--- src/rtl/udma_eth_tx_pkg.sv ---
// Shared types and helpers for the uDMA -> Ethernet TX framer.
package udma_eth_tx_pkg;

    // Framer states; PAD is only reachable when UDMA_ETH_TX_MIN_PAD_EN is defined.
    typedef enum logic [2:0] {
        IDLE  = 3'd0,
        FETCH = 3'd1,
        SEND  = 3'd2,
        FLUSH = 3'd3,
        PAD   = 3'd4
    } eth_tx_state_e;

    localparam int BYTES_PER_WORD = 4;

    // uDMA datasize code to number of valid byte lanes (code 3 behaves like 2).
    function automatic logic [2:0] lanes_from_size(input logic [1:0] datasize);
        logic [2:0] lanes;
        case (datasize)
            2'd0:    lanes = 3'd1;
            2'd1:    lanes = 3'd2;
            default: lanes = 3'(BYTES_PER_WORD);
        endcase
        return lanes;
    endfunction

endpackage

--- src/rtl/udma_eth_tx_framer_if.sv ---
// Stream interfaces of the framer: 32-bit uDMA word input, byte-wide Ethernet output.
//
// Handshake semantics (both interfaces): a transfer happens on a rising clock
// edge where valid && ready. The master keeps valid and all payload signals
// stable until that transfer; ready may change freely and may depend
// combinationally on the master's state.

interface udma_tx_if;
    logic [31:0] data;
    logic [1:0]  datasize;
    logic        valid;
    logic        ready;

    modport master (output data, datasize, valid, input ready);
    modport slave  (input data, datasize, valid, output ready);
endinterface

interface eth_tx_if #(
    parameter int DATA_WIDTH = 8
);
    logic [DATA_WIDTH-1:0] data;
    logic                  valid;
    logic                  sof;
    logic                  eof;
    logic                  ready;

    modport master (output data, valid, sof, eof, input ready);
    modport slave  (input data, valid, sof, eof, output ready);
endinterface

--- src/rtl/udma_eth_tx_unpacker.sv ---
// Holds the not-yet-emitted upper bytes of the current uDMA word and counts
// the lanes still to be sent. Byte 0 of a word is taken directly by the top
// at load time, so only bits [31:8] are stored here.
module udma_eth_tx_unpacker
    import udma_eth_tx_pkg::*;
(
    input  logic        clk_i,
    input  logic        rst_ni,
    input  logic        load_i,      // capture a new word (lane 0 is on the output now)
    input  logic [23:0] upper_i,     // word bits [31:8]
    input  logic [1:0]  datasize_i,
    input  logic        shift_i,     // current lane handed off downstream
    output logic [7:0]  next_byte_o, // byte that follows the one being presented
    output logic        last_lane_o  // the byte being presented is the word's last lane
);

    logic [23:0] shreg_q, shreg_d;
    logic [2:0]  lanes_q, lanes_d;

    // Next-state: load has priority, shift moves the next lane down.
    always_comb begin
        shreg_d = shreg_q;
        lanes_d = lanes_q;
        if (load_i) begin
            shreg_d = upper_i;
            lanes_d = lanes_from_size(datasize_i);
        end else if (shift_i) begin
            shreg_d = {8'h00, shreg_q[23:8]};
            lanes_d = lanes_q - 3'd1;
        end
    end

    // Shift register and lane counter state.
    always_ff @(posedge clk_i or negedge rst_ni) begin
        if (!rst_ni) begin
            shreg_q <= '0;
            lanes_q <= '0;
        end else begin
            shreg_q <= shreg_d;
            lanes_q <= lanes_d;
        end
    end

    assign next_byte_o = shreg_q[7:0];
    assign last_lane_o = (lanes_q == 3'd1);

endmodule

--- src/rtl/udma_eth_tx_framer.sv ---
// uDMA TX -> Ethernet TX framer. Fetches 32-bit words from the uDMA channel,
// emits them as little-endian bytes and marks a programmed frame length with
// sof/eof. Supports aborting a frame with a single 0x00 eof byte.
//
// Optional feature: define UDMA_ETH_TX_MIN_PAD_EN to pad short frames with
// 0x00 bytes up to MIN_FRAME_BYTES.
module udma_eth_tx_framer
    import udma_eth_tx_pkg::*;
#(
    parameter int TRANS_SIZE      = 16,
    parameter int DATA_WIDTH      = 8,
    parameter int MIN_FRAME_BYTES = 60
) (
    input  logic                  sys_clk_i,
    input  logic                  rstn_i,
    input  logic                  cfg_en_i,
    input  logic                  cfg_start_i,
    input  logic                  cfg_clr_i,
    input  logic [TRANS_SIZE-1:0] cfg_frame_len_i,
    udma_tx_if.slave              udma_tx_s,
    eth_tx_if.master              eth_tx_m,
    output logic                  busy_o,
    output logic                  frame_done_o,
    output logic                  frame_abort_o,
    output eth_tx_state_e         dbg_state_o
);

    eth_tx_state_e         state_q;
    logic [TRANS_SIZE-1:0] rem_q;        // bytes of payload not yet handed off
    logic                  first_q;      // next emitted byte is the frame's first
    logic                  clr_pend_q;   // abort requested while a byte is in flight
    logic                  tx_valid_q;
    logic [7:0]            tx_data_q;
    logic                  tx_sof_q;
    logic                  tx_eof_q;
    logic                  frame_done_q;
    logic                  frame_abort_q;

    logic       udma_hs;
    logic       eth_hs;
    logic       unp_shift;
    logic [7:0] unp_next_byte;
    logic       unp_last_lane;
    logic       eof_on_load;   // byte 0 of the word being accepted closes the frame
    logic       eof_on_shift;  // the byte after the current one closes the frame

`ifdef UDMA_ETH_TX_MIN_PAD_EN
    logic [TRANS_SIZE-1:0] emitted_q;    // bytes handed off in this frame
    logic                  min_ok_cur;   // frame long enough once the current byte is out
    logic                  min_ok_next;  // frame long enough once the next byte is out

    assign min_ok_cur   = (32'(emitted_q) + 32'd1) >= 32'(MIN_FRAME_BYTES);
    assign min_ok_next  = (32'(emitted_q) + 32'd2) >= 32'(MIN_FRAME_BYTES);
    assign eof_on_load  = (rem_q == TRANS_SIZE'(1)) && min_ok_cur;
    assign eof_on_shift = (rem_q == TRANS_SIZE'(2)) && min_ok_next;
`else
    localparam int min_frame_unused = MIN_FRAME_BYTES;
    assign eof_on_load  = (rem_q == TRANS_SIZE'(1));
    assign eof_on_shift = (rem_q == TRANS_SIZE'(2));
`endif

    // Words are only taken in FETCH; an abort in the same cycle wins so no word is lost.
    assign udma_tx_s.ready = (state_q == FETCH) && !cfg_clr_i;
    assign udma_hs         = udma_tx_s.ready && udma_tx_s.valid;
    assign eth_hs          = tx_valid_q && eth_tx_m.ready;
    assign unp_shift       = eth_hs && (state_q == SEND);

    udma_eth_tx_unpacker u_unpacker (
        .clk_i       (sys_clk_i),
        .rst_ni      (rstn_i),
        .load_i      (udma_hs),
        .upper_i     (udma_tx_s.data[31:8]),
        .datasize_i  (udma_tx_s.datasize),
        .shift_i     (unp_shift),
        .next_byte_o (unp_next_byte),
        .last_lane_o (unp_last_lane)
    );

    // Frame FSM with registered stream outputs and status pulses.
    always_ff @(posedge sys_clk_i or negedge rstn_i) begin
        if (!rstn_i) begin
            state_q       <= IDLE;
            rem_q         <= '0;
            first_q       <= 1'b0;
            clr_pend_q    <= 1'b0;
            tx_valid_q    <= 1'b0;
            tx_data_q     <= '0;
            tx_sof_q      <= 1'b0;
            tx_eof_q      <= 1'b0;
            frame_done_q  <= 1'b0;
            frame_abort_q <= 1'b0;
`ifdef UDMA_ETH_TX_MIN_PAD_EN
            emitted_q     <= '0;
`endif
        end else begin
            frame_done_q  <= 1'b0;
            frame_abort_q <= 1'b0;
            case (state_q)
                IDLE: begin
                    if (cfg_start_i && cfg_en_i && (cfg_frame_len_i != '0)) begin
                        state_q    <= FETCH;
                        rem_q      <= cfg_frame_len_i;
                        first_q    <= 1'b1;
                        clr_pend_q <= 1'b0;
`ifdef UDMA_ETH_TX_MIN_PAD_EN
                        emitted_q  <= '0;
`endif
                    end
                end
                FETCH: begin
                    if (cfg_clr_i) begin
                        state_q    <= FLUSH;
                        tx_valid_q <= 1'b1;
                        tx_data_q  <= 8'h00;
                        tx_sof_q   <= first_q;
                        tx_eof_q   <= 1'b1;
                    end else if (udma_hs) begin
                        state_q    <= SEND;
                        tx_valid_q <= 1'b1;
                        tx_data_q  <= udma_tx_s.data[7:0];
                        tx_sof_q   <= first_q;
                        tx_eof_q   <= eof_on_load;
                    end
                end
                SEND: begin
                    if (eth_hs) begin
                        rem_q      <= rem_q - TRANS_SIZE'(1);
                        first_q    <= 1'b0;
                        clr_pend_q <= 1'b0;
                        tx_sof_q   <= 1'b0;
`ifdef UDMA_ETH_TX_MIN_PAD_EN
                        emitted_q  <= emitted_q + TRANS_SIZE'(1);
`endif
                        if (tx_eof_q) begin
                            state_q      <= IDLE;
                            tx_valid_q   <= 1'b0;
                            tx_eof_q     <= 1'b0;
                            frame_done_q <= 1'b1;
                        end else if (clr_pend_q || cfg_clr_i) begin
                            state_q   <= FLUSH;
                            tx_data_q <= 8'h00;
                            tx_eof_q  <= 1'b1;
`ifdef UDMA_ETH_TX_MIN_PAD_EN
                        end else if (rem_q == TRANS_SIZE'(1)) begin
                            state_q   <= PAD;
                            tx_data_q <= 8'h00;
                            tx_eof_q  <= min_ok_next;
`endif
                        end else if (unp_last_lane) begin
                            state_q    <= FETCH;
                            tx_valid_q <= 1'b0;
                        end else begin
                            tx_data_q <= unp_next_byte;
                            tx_eof_q  <= eof_on_shift;
                        end
                    end else if (cfg_clr_i) begin
                        clr_pend_q <= 1'b1;
                    end
                end
                FLUSH: begin
                    if (eth_hs) begin
                        state_q       <= IDLE;
                        tx_valid_q    <= 1'b0;
                        tx_sof_q      <= 1'b0;
                        tx_eof_q      <= 1'b0;
                        first_q       <= 1'b0;
                        clr_pend_q    <= 1'b0;
                        frame_abort_q <= 1'b1;
                    end
                end
`ifdef UDMA_ETH_TX_MIN_PAD_EN
                PAD: begin
                    if (eth_hs) begin
                        emitted_q  <= emitted_q + TRANS_SIZE'(1);
                        clr_pend_q <= 1'b0;
                        if (tx_eof_q) begin
                            state_q      <= IDLE;
                            tx_valid_q   <= 1'b0;
                            tx_eof_q     <= 1'b0;
                            frame_done_q <= 1'b1;
                        end else if (clr_pend_q || cfg_clr_i) begin
                            state_q  <= FLUSH;
                            tx_eof_q <= 1'b1;
                        end else begin
                            tx_eof_q <= min_ok_next;
                        end
                    end else if (cfg_clr_i) begin
                        clr_pend_q <= 1'b1;
                    end
                end
`endif
                default: begin
                    state_q    <= IDLE;
                    tx_valid_q <= 1'b0;
                    tx_sof_q   <= 1'b0;
                    tx_eof_q   <= 1'b0;
                end
            endcase
        end
    end

    // Eth-side data is a byte zero-extended to DATA_WIDTH.
    always_comb begin
        eth_tx_m.data      = '0;
        eth_tx_m.data[7:0] = tx_data_q;
    end

    assign eth_tx_m.valid = tx_valid_q;
    assign eth_tx_m.sof   = tx_sof_q;
    assign eth_tx_m.eof   = tx_eof_q;
    assign busy_o         = (state_q != IDLE);
    assign frame_done_o   = frame_done_q;
    assign frame_abort_o  = frame_abort_q;
    assign dbg_state_o    = state_q;

endmodule

--- src/flat_wrapper.sv ---
// flat-port wrapper written by rule: the top's interface ports become plain ports
module udma_eth_tx_framer_flat import udma_eth_tx_pkg::*;
#(
    parameter int TRANS_SIZE      = 16,
    parameter int DATA_WIDTH      = 8,
    parameter int MIN_FRAME_BYTES = 60
)
  (sys_clk_i, rstn_i, cfg_en_i, cfg_start_i, cfg_clr_i, cfg_frame_len_i, busy_o, frame_done_o, frame_abort_o, dbg_state_o, udma_tx_s_data, udma_tx_s_datasize, udma_tx_s_valid, udma_tx_s_ready, eth_tx_m_data, eth_tx_m_valid, eth_tx_m_sof, eth_tx_m_eof, eth_tx_m_ready);
  udma_tx_if udma_tx_s_i ();
  eth_tx_if #(.DATA_WIDTH(DATA_WIDTH)) eth_tx_m_i ();
  input  logic sys_clk_i;
  input  logic rstn_i;
  input  logic cfg_en_i;
  input  logic cfg_start_i;
  input  logic cfg_clr_i;
  input  logic [TRANS_SIZE-1:0] cfg_frame_len_i;
  output logic busy_o;
  output logic frame_done_o;
  output logic frame_abort_o;
  output eth_tx_state_e dbg_state_o;
  input wire logic [$bits(udma_tx_s_i.data)-1:0] udma_tx_s_data;
  input wire logic [$bits(udma_tx_s_i.datasize)-1:0] udma_tx_s_datasize;
  input wire logic [$bits(udma_tx_s_i.valid)-1:0] udma_tx_s_valid;
  output wire logic [$bits(udma_tx_s_i.ready)-1:0] udma_tx_s_ready;
  output wire logic [$bits(eth_tx_m_i.data)-1:0] eth_tx_m_data;
  output wire logic [$bits(eth_tx_m_i.valid)-1:0] eth_tx_m_valid;
  output wire logic [$bits(eth_tx_m_i.sof)-1:0] eth_tx_m_sof;
  output wire logic [$bits(eth_tx_m_i.eof)-1:0] eth_tx_m_eof;
  input wire logic [$bits(eth_tx_m_i.ready)-1:0] eth_tx_m_ready;
  assign udma_tx_s_i.data = udma_tx_s_data;
  assign udma_tx_s_i.datasize = udma_tx_s_datasize;
  assign udma_tx_s_i.valid = udma_tx_s_valid;
  assign udma_tx_s_ready = udma_tx_s_i.ready;
  assign eth_tx_m_data = eth_tx_m_i.data;
  assign eth_tx_m_valid = eth_tx_m_i.valid;
  assign eth_tx_m_sof = eth_tx_m_i.sof;
  assign eth_tx_m_eof = eth_tx_m_i.eof;
  assign eth_tx_m_i.ready = eth_tx_m_ready;
  udma_eth_tx_framer #(.TRANS_SIZE(TRANS_SIZE), .DATA_WIDTH(DATA_WIDTH), .MIN_FRAME_BYTES(MIN_FRAME_BYTES)) u_core (.sys_clk_i(sys_clk_i), .rstn_i(rstn_i), .cfg_en_i(cfg_en_i), .cfg_start_i(cfg_start_i), .cfg_clr_i(cfg_clr_i), .cfg_frame_len_i(cfg_frame_len_i), .udma_tx_s(udma_tx_s_i), .eth_tx_m(eth_tx_m_i), .busy_o(busy_o), .frame_done_o(frame_done_o), .frame_abort_o(frame_abort_o), .dbg_state_o(dbg_state_o));
endmodule
--- config.mk ---
export PLATFORM = sky130hd
export DESIGN_NAME = udma_eth_tx_framer_flat
export DESIGN_NICKNAME = d
export VERILOG_FILES = /design/src/rtl/udma_eth_tx_pkg.sv /design/src/rtl/udma_eth_tx_framer_if.sv /design/src/rtl/udma_eth_tx_unpacker.sv /design/src/rtl/udma_eth_tx_framer.sv /design/src/flat_wrapper.sv
export SDC_FILE = /design/constraint.sdc
export NUM_CORES = 1
export LEC_CHECK = 0
export ABC_AREA = 1
export BUFFER_PORTS_ARGS = -buffer_cell sky130_fd_sc_hd__buf_4
export CORE_ASPECT_RATIO = 1.2
export CORE_MARGIN = 5
export CORE_UTILIZATION = 35
export DETAILED_ROUTE_END_ITERATION = 8
export PLACE_DENSITY = 0.66
export SETUP_SLACK_MARGIN = 0.1
export SLEW_MARGIN = 20
export SYNTH_ARGS = -nofsm -noshare
export SYNTH_HDL_FRONTEND = slang
export SYNTH_HIERARCHICAL = 1
export SYNTH_SLANG_ARGS = --single-unit
--- constraint.sdc ---
create_clock -name sys_clk_i -period 2.7 [get_ports sys_clk_i]
set_input_delay 0.135 -clock sys_clk_i [delete_from_list [all_inputs] [get_ports sys_clk_i]]
set_output_delay 0.135 -clock sys_clk_i [all_outputs]
set_load 0.01 [all_outputs]
==> results.ini, run 1 <==
[clocking]
cts_buffer_depth = 2
insertion_delay_ns = 0.32
numCtsBuffers = 9
cts_sinks = 60
cts_setup_buffers = 0
h-tree-depth = 3
cts_tree = yes
cts_root_buf = clkbuf_16
clkTransAtPathRegs_ns = 0.06

[timing]
final_hold_viol_count = 0
slew_headroom_pct = 48.7
finalSetupViolCount = 0
tightest_slew_ns = 0.770
rsz0062_at_grt = false
fmax_ghz = 0.433
fin_setup_tns_ns = 0
period_minus_slack_ns = 2.31
clock_skew_ns = 0.00807
holdWs_ns = 0.0128
fin_crit_sh_pct = 85.5
slew_viol_final = 0

[critical_path]
path_max_fanout = 17
path_class = flop to flop
cpPeakStageDelay_ns = 0.47
path_cells = inv_1, ha_1, buf_4, clkinv_1, nor2_1, inv_2, nor2_8, nand3_1, nand3_1
cp.required_ns = 2.96
cp_num_buf_inv = 4
cp_common_cell = nand3_1
setup.worst_path.start_class = flop
worstPathArrival_ns = 2.57
end_kind = flop
crit_slowest_cell = dfrtp_1
path_delay_family = simple AND/OR/NAND/NOR gates

[yosys]
yosysWarnings = 6
yosys.area.top_type_share_pct = 40.1
ys_top_cells_by_area = dfrtp_1, nand2_1, nand3_1
synth_area_um2 = 3750
synth_seq_area_share_pct = 40.1
synth-seq-cells = 60
ys_types = 34
synth.avg_cell_area_um2 = 7.03
syn_nets = 601
yosysTopAreaCell = dfrtp_1
syn_inst = 533

[floorplan]
dieArea_um2 = 12900
placementRows = 41
core_area_um2 = 10500
start_util_pct = 35.6
boundaryPins = 75
die_w_um = 104
die_h_um = 123

[routing]
vias = 3536
via_per_inst = 4.80
final_antenna_net_count = 0
drcViolationCount = 0
totalWireLength_um = 9380
dr.first_iter.drc_count = 243
wl_per_cell_um = 12.7
drt-pass1-iter-count = 4

[pwr]
p_leak_nw = 2.57
ir_drop_v = 0.000238
power.density_nw_per_um2 = 472

[worst_hold_path]
hp-class = primary input to flop

[placed_design]
portBuffers = 73
gp_congestion = 0.875
hpwl_um = 7060
place_area_um2 = 4320

[run]
drv_cap = 0

[grt]
use_met2_pct = 25.2
grt_antenna_before_repair = 0
use_met1_pct = 18.0
grt_pass1_vias = 3481
grt.overflow.total = 0
grt-busiest-layer = met2
met3_usage_pct = 3.60
grt_max_degree = 61
grtUsageTotal_pct = 15.0
grt_first_pass_wirelength_um = 15700

[layout]
fin_area_um2 = 4670
fin_nets = 670
final_core_util_pct = 44.4
area_growth_pct = 24.6
fill_cells = 1059
layout-drive-gt1-share_pct = 20.3
diodes = 0

[outcome]
status = finished clean

[final timing paths]
kind | start | endpoint | slack [ns] | depth (start not counted)
worst max register to register | u_core/dbg_state_o[0] | u_core/u_unpacker/lanes_q[2] | 0.39 | 9
max in group asynchronous | rstn_i | u_core/dbg_state_o[0] | 1.76 | 2
min in group asynchronous | rstn_i | u_core/rem_q[12] | 0.43 | 2
worst min register to register | u_core/u_unpacker/shreg_q[16] | u_core/u_unpacker/shreg_q[16] | 0.47 | 2
worst max-delay path | u_core/dbg_state_o[0] | u_core/u_unpacker/lanes_q[2] | 0.39 | 9
worst min-delay path | udma_tx_s_data[31] | u_core/u_unpacker/shreg_q[23] | 0.01 | 3
[layout by cell type, fill, tap and decap left out, types with 2 or more instances in the layout]
cell,n
a21oi_1,6
clkinvlp_4,3
or2_2,3
nand4_1,2
inv_2,3
nand3_1,40
dfrtp_1,60
o21a_1,2
nor2_8,2
clkbuf_16,9
buf_4,79
inv_1,40
nand3_2,11
dlygate4sd3_1,5
mux2i_1,2
o21ai_0,20
nor3_1,4
ha_1,11
nor2_1,51
o21ai_2,2
nand2_2,3
nand2_1,233
[timing repair]
action	4_1_cts	5_1_grt
setup endpoints to repair	0	0
gates resized for setup	0	0
hold buffers	5	0
hold endpoints to repair	64	0
[routing by layer]
layer | vias up | routed length, µm
li1 | 1788 | -
met1 | 1632 | 4150
met2 | 97 | 4550
met3 | 19 | 465
met4 | 0 | 215
met5 | - | 0
[cell type report]
class	count	area (µm²)	share of cell area, %
multi-input cells	403	1900	40.7
flip-flops and latches	60	1500	32.1
repair buffers	84	643	13.8
clock buffers	9	225	4.82
inverters	44	165	3.54
well taps	129	161	3.46
clock inverters	7	75.1	1.61
[state kept, by name (all words and copies together), names as in the netlist, 2 cells and up]
name,flops
u_core/u_unpacker/lanes_q,3
u_core/rem_q,16
u_core/dbg_state_o,2
u_core/eth_tx_m.data,8
u_core/u_unpacker/shreg_q,24
[cells by family (layout without fill, tap and decap cells)]
kind of cell | after synthesis | after routing | share of synthesized area (%)
other | 1 | 1 | 0.100
AO/OA/AOI/OAI | 34 | 34 | 5.08
multiplexers | 2 | 2 | 0.534
AND/OR/NAND/NOR | 354 | 354 | 40.9
flip-flops | 60 | 60 | 40.1
buffers and inverters | 70 | 144 | 9.38
adder cells (fa/ha/maj) | 11 | 11 | 3.67
XOR/XNOR | 1 | 1 | 0.234
[synthesized netlist by cell type, drive strengths merged]
cell,n
o21a,2
nor3,6
clkbuf,5
conb,1
xnor2,1
o21ai,23
a21oi,6
buf,21
o21bai,1
nand3,51
a31o,1
nand2,237
clkinv,1
ha,11
nor2,53
a31oi,1
dfrtp,60
nand3b,1
inv,43
mux2i,2
or2,3
nor3b,1
nand4,2
[power breakdown]
group          total, mW  switching (mW)  leakage (nW)  internal, mW
Combinational      0.150          0.0703          1.66        0.0797
Clock               1.13           0.413         0.138         0.716
Sequential         0.925         0.00924         0.766         0.916
Total               2.20           0.493          2.57          1.71
[worst min-delay path, delay by kind of cell]
family,cells,cell delay (ns)
AND/OR/NAND/NOR,2,0.09
buffers and inverters,1,0.08
[stage by stage]
stage                     setup WS [ns]  total power [mW]  instances
final                             0.391              2.20        736
after CTS                         0.382              2.23        736
after global placement            0.507              1.08        715
after detailed placement          0.386              1.09        715
after global routing              0.188              2.30        736
after floorplan                   0.676             0.993        533
Power figures use the tool's default switching activity.
==> inputs of run 2 (changes only) <==
Settings changed: CELL_PAD_IN_SITES_DETAIL_PLACEMENT set to 0, CELL_PAD_IN_SITES_GLOBAL_PLACEMENT set to 1, CORE_UTILIZATION 35 to 30, PLACE_DENSITY 0.66 to 0.75.
==> results.ini, run 2 (synthesized netlist as in run 1, its figures left out) <==
[grt]
grtUsageTotal_pct = 13.7
grt_antenna_before_repair = 0
grt.overflow.total = 0
grt_pass1_vias = 3414
grt_max_degree = 61
grt_first_pass_wirelength_um = 16500

[layout]
final_cell_mix = nand2_1, buf_4, dfrtp_1
area_growth_pct = 25.4
largest_reg_flops = 24
mostFrequentLayoutCell = nand2_1
layout-drive-gt1-share_pct = 20.2
fin_nets = 671
top_register = u_core/u_unpacker/shreg_q
diodes = 0

[placed_design]
portBuffers = 73
gp_congestion = 0.850
post-place-ws_ns = 0.468
hpwl_um = 7340

[critical_path]
cp_common_cell = nand3_1
path_max_fanout = 17
worstPathArrival_ns = 2.51
setup.worst_path.start_class = flop
cp.required_ns = 2.96
path_cells = inv_1, ha_1, buf_4, clkinv_1, nor2_1, inv_2, nor2_8, nand3_1, nand3_1
cpPeakStageDelay_ns = 0.47
path_class = flop to flop
crit_slowest_cell = dfrtp_1
cp_num_buf_inv = 4
end_kind = flop
path_delay_family = simple AND/OR/NAND/NOR gates

[pwr]
power.total_mw = 2.14
p_leak_nw = 2.57
power.density_nw_per_um2 = 455
ir_drop_v = 0.000289

[timing]
fin_crit_sh_pct = 83.1
slew_headroom_pct = 47.3
rsz0062_at_grt = false
fin_ws_ns = 0.457
clock_skew_ns = 0.00953
fmax_ghz = 0.446
fin_setup_tns_ns = 0
slew_viol_final = 0
finalSetupViolCount = 0
holdWs_ns = 0.00577
period_minus_slack_ns = 2.24
tightest_slew_ns = 0.791
final_hold_viol_count = 0

[worst_hold_path]
hp-class = primary input to flop

[clocking]
clkTransAtPathRegs_ns = 0.06
insertion_delay_ns = 0.33
ctsHoldBuffers = 6
cts_root_buf = clkbuf_16
cts_sinks = 60
cts_tree = yes
cts_setup_buffers = 0
cts_resized = 0
h-tree-depth = 3
numCtsBuffers = 9
cts_buffer_depth = 2

[floorplan]
start_util_pct = 30.8
boundaryPins = 75
die_h_um = 132
placementRows = 44
dieArea_um2 = 14800
die_w_um = 112
core_area_um2 = 12200

[routing]
final_antenna_net_count = 0
vias = 3417
wl_per_cell_um = 13.0
totalWireLength_um = 9990
drcViolationCount = 0
via_per_inst = 4.44
dr.first_iter.drc_count = 151
drt-pass1-iter-count = 4

[run]
drv_cap = 0

[outcome]
status = finished clean

[run 2: changes by cell type in the layout (fill, tap and decap cells not counted), sizes merged]
cell	delta
clkinv	+3
clkinvlp	-2
bufinv	-1
dlygate4sd3	+1
[run 2: final cells by class]
type,count,area [µm²]
Clock buffer,9,225
Tap cell,161,201
Sequential cell,60,1500
Fill cell,1281,7470
Timing Repair Buffer,85,653
Clock inverter,7,52.6
Inverter,44,165
Multi-Input combinational cell,403,1900
[run 2: worst register-to-register path: cells and delay by family, from the launching register on]
kind / cells / cell delay [ns]
buffers and inverters: 4 / 0.71
flip-flops: 1 / 0.47
AND/OR/NAND/NOR: 4 / 0.86
adder cells (fa/ha/maj): 1 / 0.15
[run 2: stage by stage]
step / std cells / utilization (%) / instance area, µm²
detailed placement: 747 / 35.8 / 4360
floorplan: 533 / - / 3750
global route: 769 / 38.6 / 4700
CTS: 769 / 38.6 / 4700
global placement: 747 / 35.8 / 4360
finish: 769 / 38.6 / 4700
[run 2: worst paths after layout]
check | cells past startpoint | startpoint | to | slack [ns]
max | 9 | u_core/dbg_state_o[0] | u_core/u_unpacker/lanes_q[2] | 0.46
min | 3 | udma_tx_s_data[30] | u_core/u_unpacker/shreg_q[22] | 0.006
max reg2reg | 9 | u_core/dbg_state_o[0] | u_core/u_unpacker/lanes_q[2] | 0.46
min reg2reg | 2 | u_core/u_unpacker/shreg_q[20] | u_core/u_unpacker/shreg_q[20] | 0.47
max in group asynchronous | 2 | rstn_i | u_core/u_unpacker/shreg_q[8] | 1.75
min in group asynchronous | 2 | rstn_i | u_core/rem_q[5] | 0.44
[run 2: power by group]
part           internal [mW]  switching [mW]
Combinational         0.0805          0.0696
Clock                  0.624           0.440
Sequential             0.916         0.00929
[run 2: metal layers]
layer	routed length (µm)	GRT usage [%]	vias to the layer above
li1	-	-	1790
met1	4350	16.8	1542
met2	4890	23.0	75
met3	634	4.16	10
met4	115	4.54	0
met5	0	0	-
==> inputs of run 3 (changes only) <==
Settings changed: PLACE_DENSITY 0.75 to 0.77.
Clock period 2.7 ns to 1.9 ns, I/O delays scaled along.
==> results.ini, run 3 (synthesized netlist as in run 1, its figures left out) <==
[outcome]
status = finished clean

[routing]
vias = 3638
dr.first_iter.drc_count = 198
totalWireLength_um = 10300
wl_per_cell_um = 12.9
final_antenna_net_count = 0
drcViolationCount = 0
drt-pass1-iter-count = 5
via_per_inst = 4.55

[floorplan]
die_w_um = 112
core_area_um2 = 12200
start_util_pct = 30.8
die_h_um = 132
boundaryPins = 75
placementRows = 44
dieArea_um2 = 14800

[clocking]
cts_buffer_depth = 2
cts_sinks = 60
cts_root_buf = clkbuf_16
clkTransAtPathRegs_ns = 0.06
numCtsBuffers = 9
h-tree-depth = 3
cts_tree = yes
insertion_delay_ns = 0.33

[timing]
fin_crit_sh_pct = 88.3
slew_headroom_pct = 47.1
fin_ws_ns = 0.221
period_minus_slack_ns = 1.68
final_hold_viol_count = 0
tightest_slew_ns = 0.793
fmax_ghz = 0.596
finalSetupViolCount = 0
clock_skew_ns = 0.00654
fin_setup_tns_ns = 0
holdWs_ns = 0.0159
rsz0062_at_grt = true
slew_viol_final = 0

[layout]
final_cell_mix = nand2_1, buf_4, dfrtp_1
mostFrequentLayoutCell = nand2_1
largest_reg_flops = 24
area_growth_pct = 34.9
layout-drive-gt1-share_pct = 23.2
finalNonFillerCells = 800
top_register = u_core/u_unpacker/shreg_q
fin_nets = 702
diodes = 0

[critical_path]
worstPathArrival_ns = 1.95
end_kind = flop
setup.worst_path.start_class = flop
path_max_fanout = 17
path_class = flop to flop
cp.required_ns = 2.17

[placed_design]
hpwl_um = 7400
portBuffers = 73
dp.cells = 756
gp_congestion = 0.838
post-place-ws_ns = 0.0937

[grt]
grt_antenna_before_repair = 0
grt_pass1_vias = 3640
grt.overflow.total = 0
grt_first_pass_wirelength_um = 17100
grt_max_degree = 61
grtUsageTotal_pct = 14.0

[pwr]
clkPwrFrac_pct = 49.3
power.density_nw_per_um2 = 608
ir_drop_v = 0.000343
p_leak_nw = 2.70
switching_share_pct = 24.3
pwr-share-comb_pct = 7.9
power.switching_mw = 0.747
pwr-share-seq_pct = 42.7
p_int_mw = 2.33

[run]
drv_cap = 0

[worst_hold_path]
hp-class = primary input to flop

==> run 3: changes by cell type in the layout (fill, tap and decap cells not counted), sizes merged <==
cell         change
buf             +11
clkinvlp         +3
nor2             +2
dlygate4sd3     +17
clkinv           -2
==> run 3: repair_timing <==
item                                   4_1_cts  5_1_grt
gates cloned                                 0        3
buffers inserted                             0        2
pin swaps                                    0        1
setup endpoints to repair                    2       45
hold buffers                                23        0
gates resized for setup                      1       13
endpoints found under the hold margin       82        0
==> run 3: power by group through the flow <==
stage	Clock (mW)	Combinational, mW	Sequential (mW)
after floorplan	0	0.0771	1.33
after global placement	0	0.205	1.34
after detailed placement	0	0.208	1.34
after CTS	1.56	0.246	1.31
after global routing	1.60	0.275	1.32
final	1.52	0.244	1.31
==> run 3: per-stage QoR <==
stage               total power [mW]  utilization [%]  area [µm²]
floorplan                       1.41                -        3760
global placement                1.54             36.7        4460
detailed placement              1.54             36.7        4460
CTS                             3.12             40.9        4970
global route                    3.19             41.6        5060
finish                          3.07             41.6        5060
==> run 3: final timing paths <==
kind / start / to / slack (ns) / cells after the start
min in group asynchronous: rstn_i / u_core/rem_q[13] / 0.40 / 2
min reg2reg: u_core/u_unpacker/shreg_q[16] / u_core/u_unpacker/shreg_q[16] / 0.47 / 2
max: u_core/dbg_state_o[0] / u_core/u_unpacker/shreg_q[14] / 0.22 / 8
max in group asynchronous: rstn_i / u_core/dbg_state_o[0] / 0.95 / 2
min: udma_tx_s_data[14] / u_core/u_unpacker/shreg_q[6] / 0.02 / 3
max reg2reg: u_core/dbg_state_o[0] / u_core/u_unpacker/shreg_q[14] / 0.22 / 8
==> run 3: final cells by class <==
cell class | count | area (µm²)
Clock buffer | 9 | 225
Clock inverter | 7 | 51.3
Fill cell | 1268 | 7110
Inverter | 44 | 169
Multi-Input combinational cell | 405 | 1960
Sequential cell | 60 | 1500
Tap cell | 161 | 201
Timing Repair Buffer | 113 | 935
Timing Repair inverter | 1 | 7.51
==> run 3: critical path: stages (launching register included) <==
cell and delay (ns):
dfrtp_2 0.42, buf_4 0.16, ha_1 0.23, inv_1 0.11, nor3_2 0.07, buf_12 0.16, nor2_4 0.27, nand2_1 0.11
nand3_2 0.08
==> run 3: per-layer routing <==
layer,track usage (%),up-vias,routed length (µm)
met5,0,-,0
met4,4.54,0,138
met3,3.88,11,605
met2,24.3,77,5230
met1,16.8,1688,4350
li1,-,1862,-
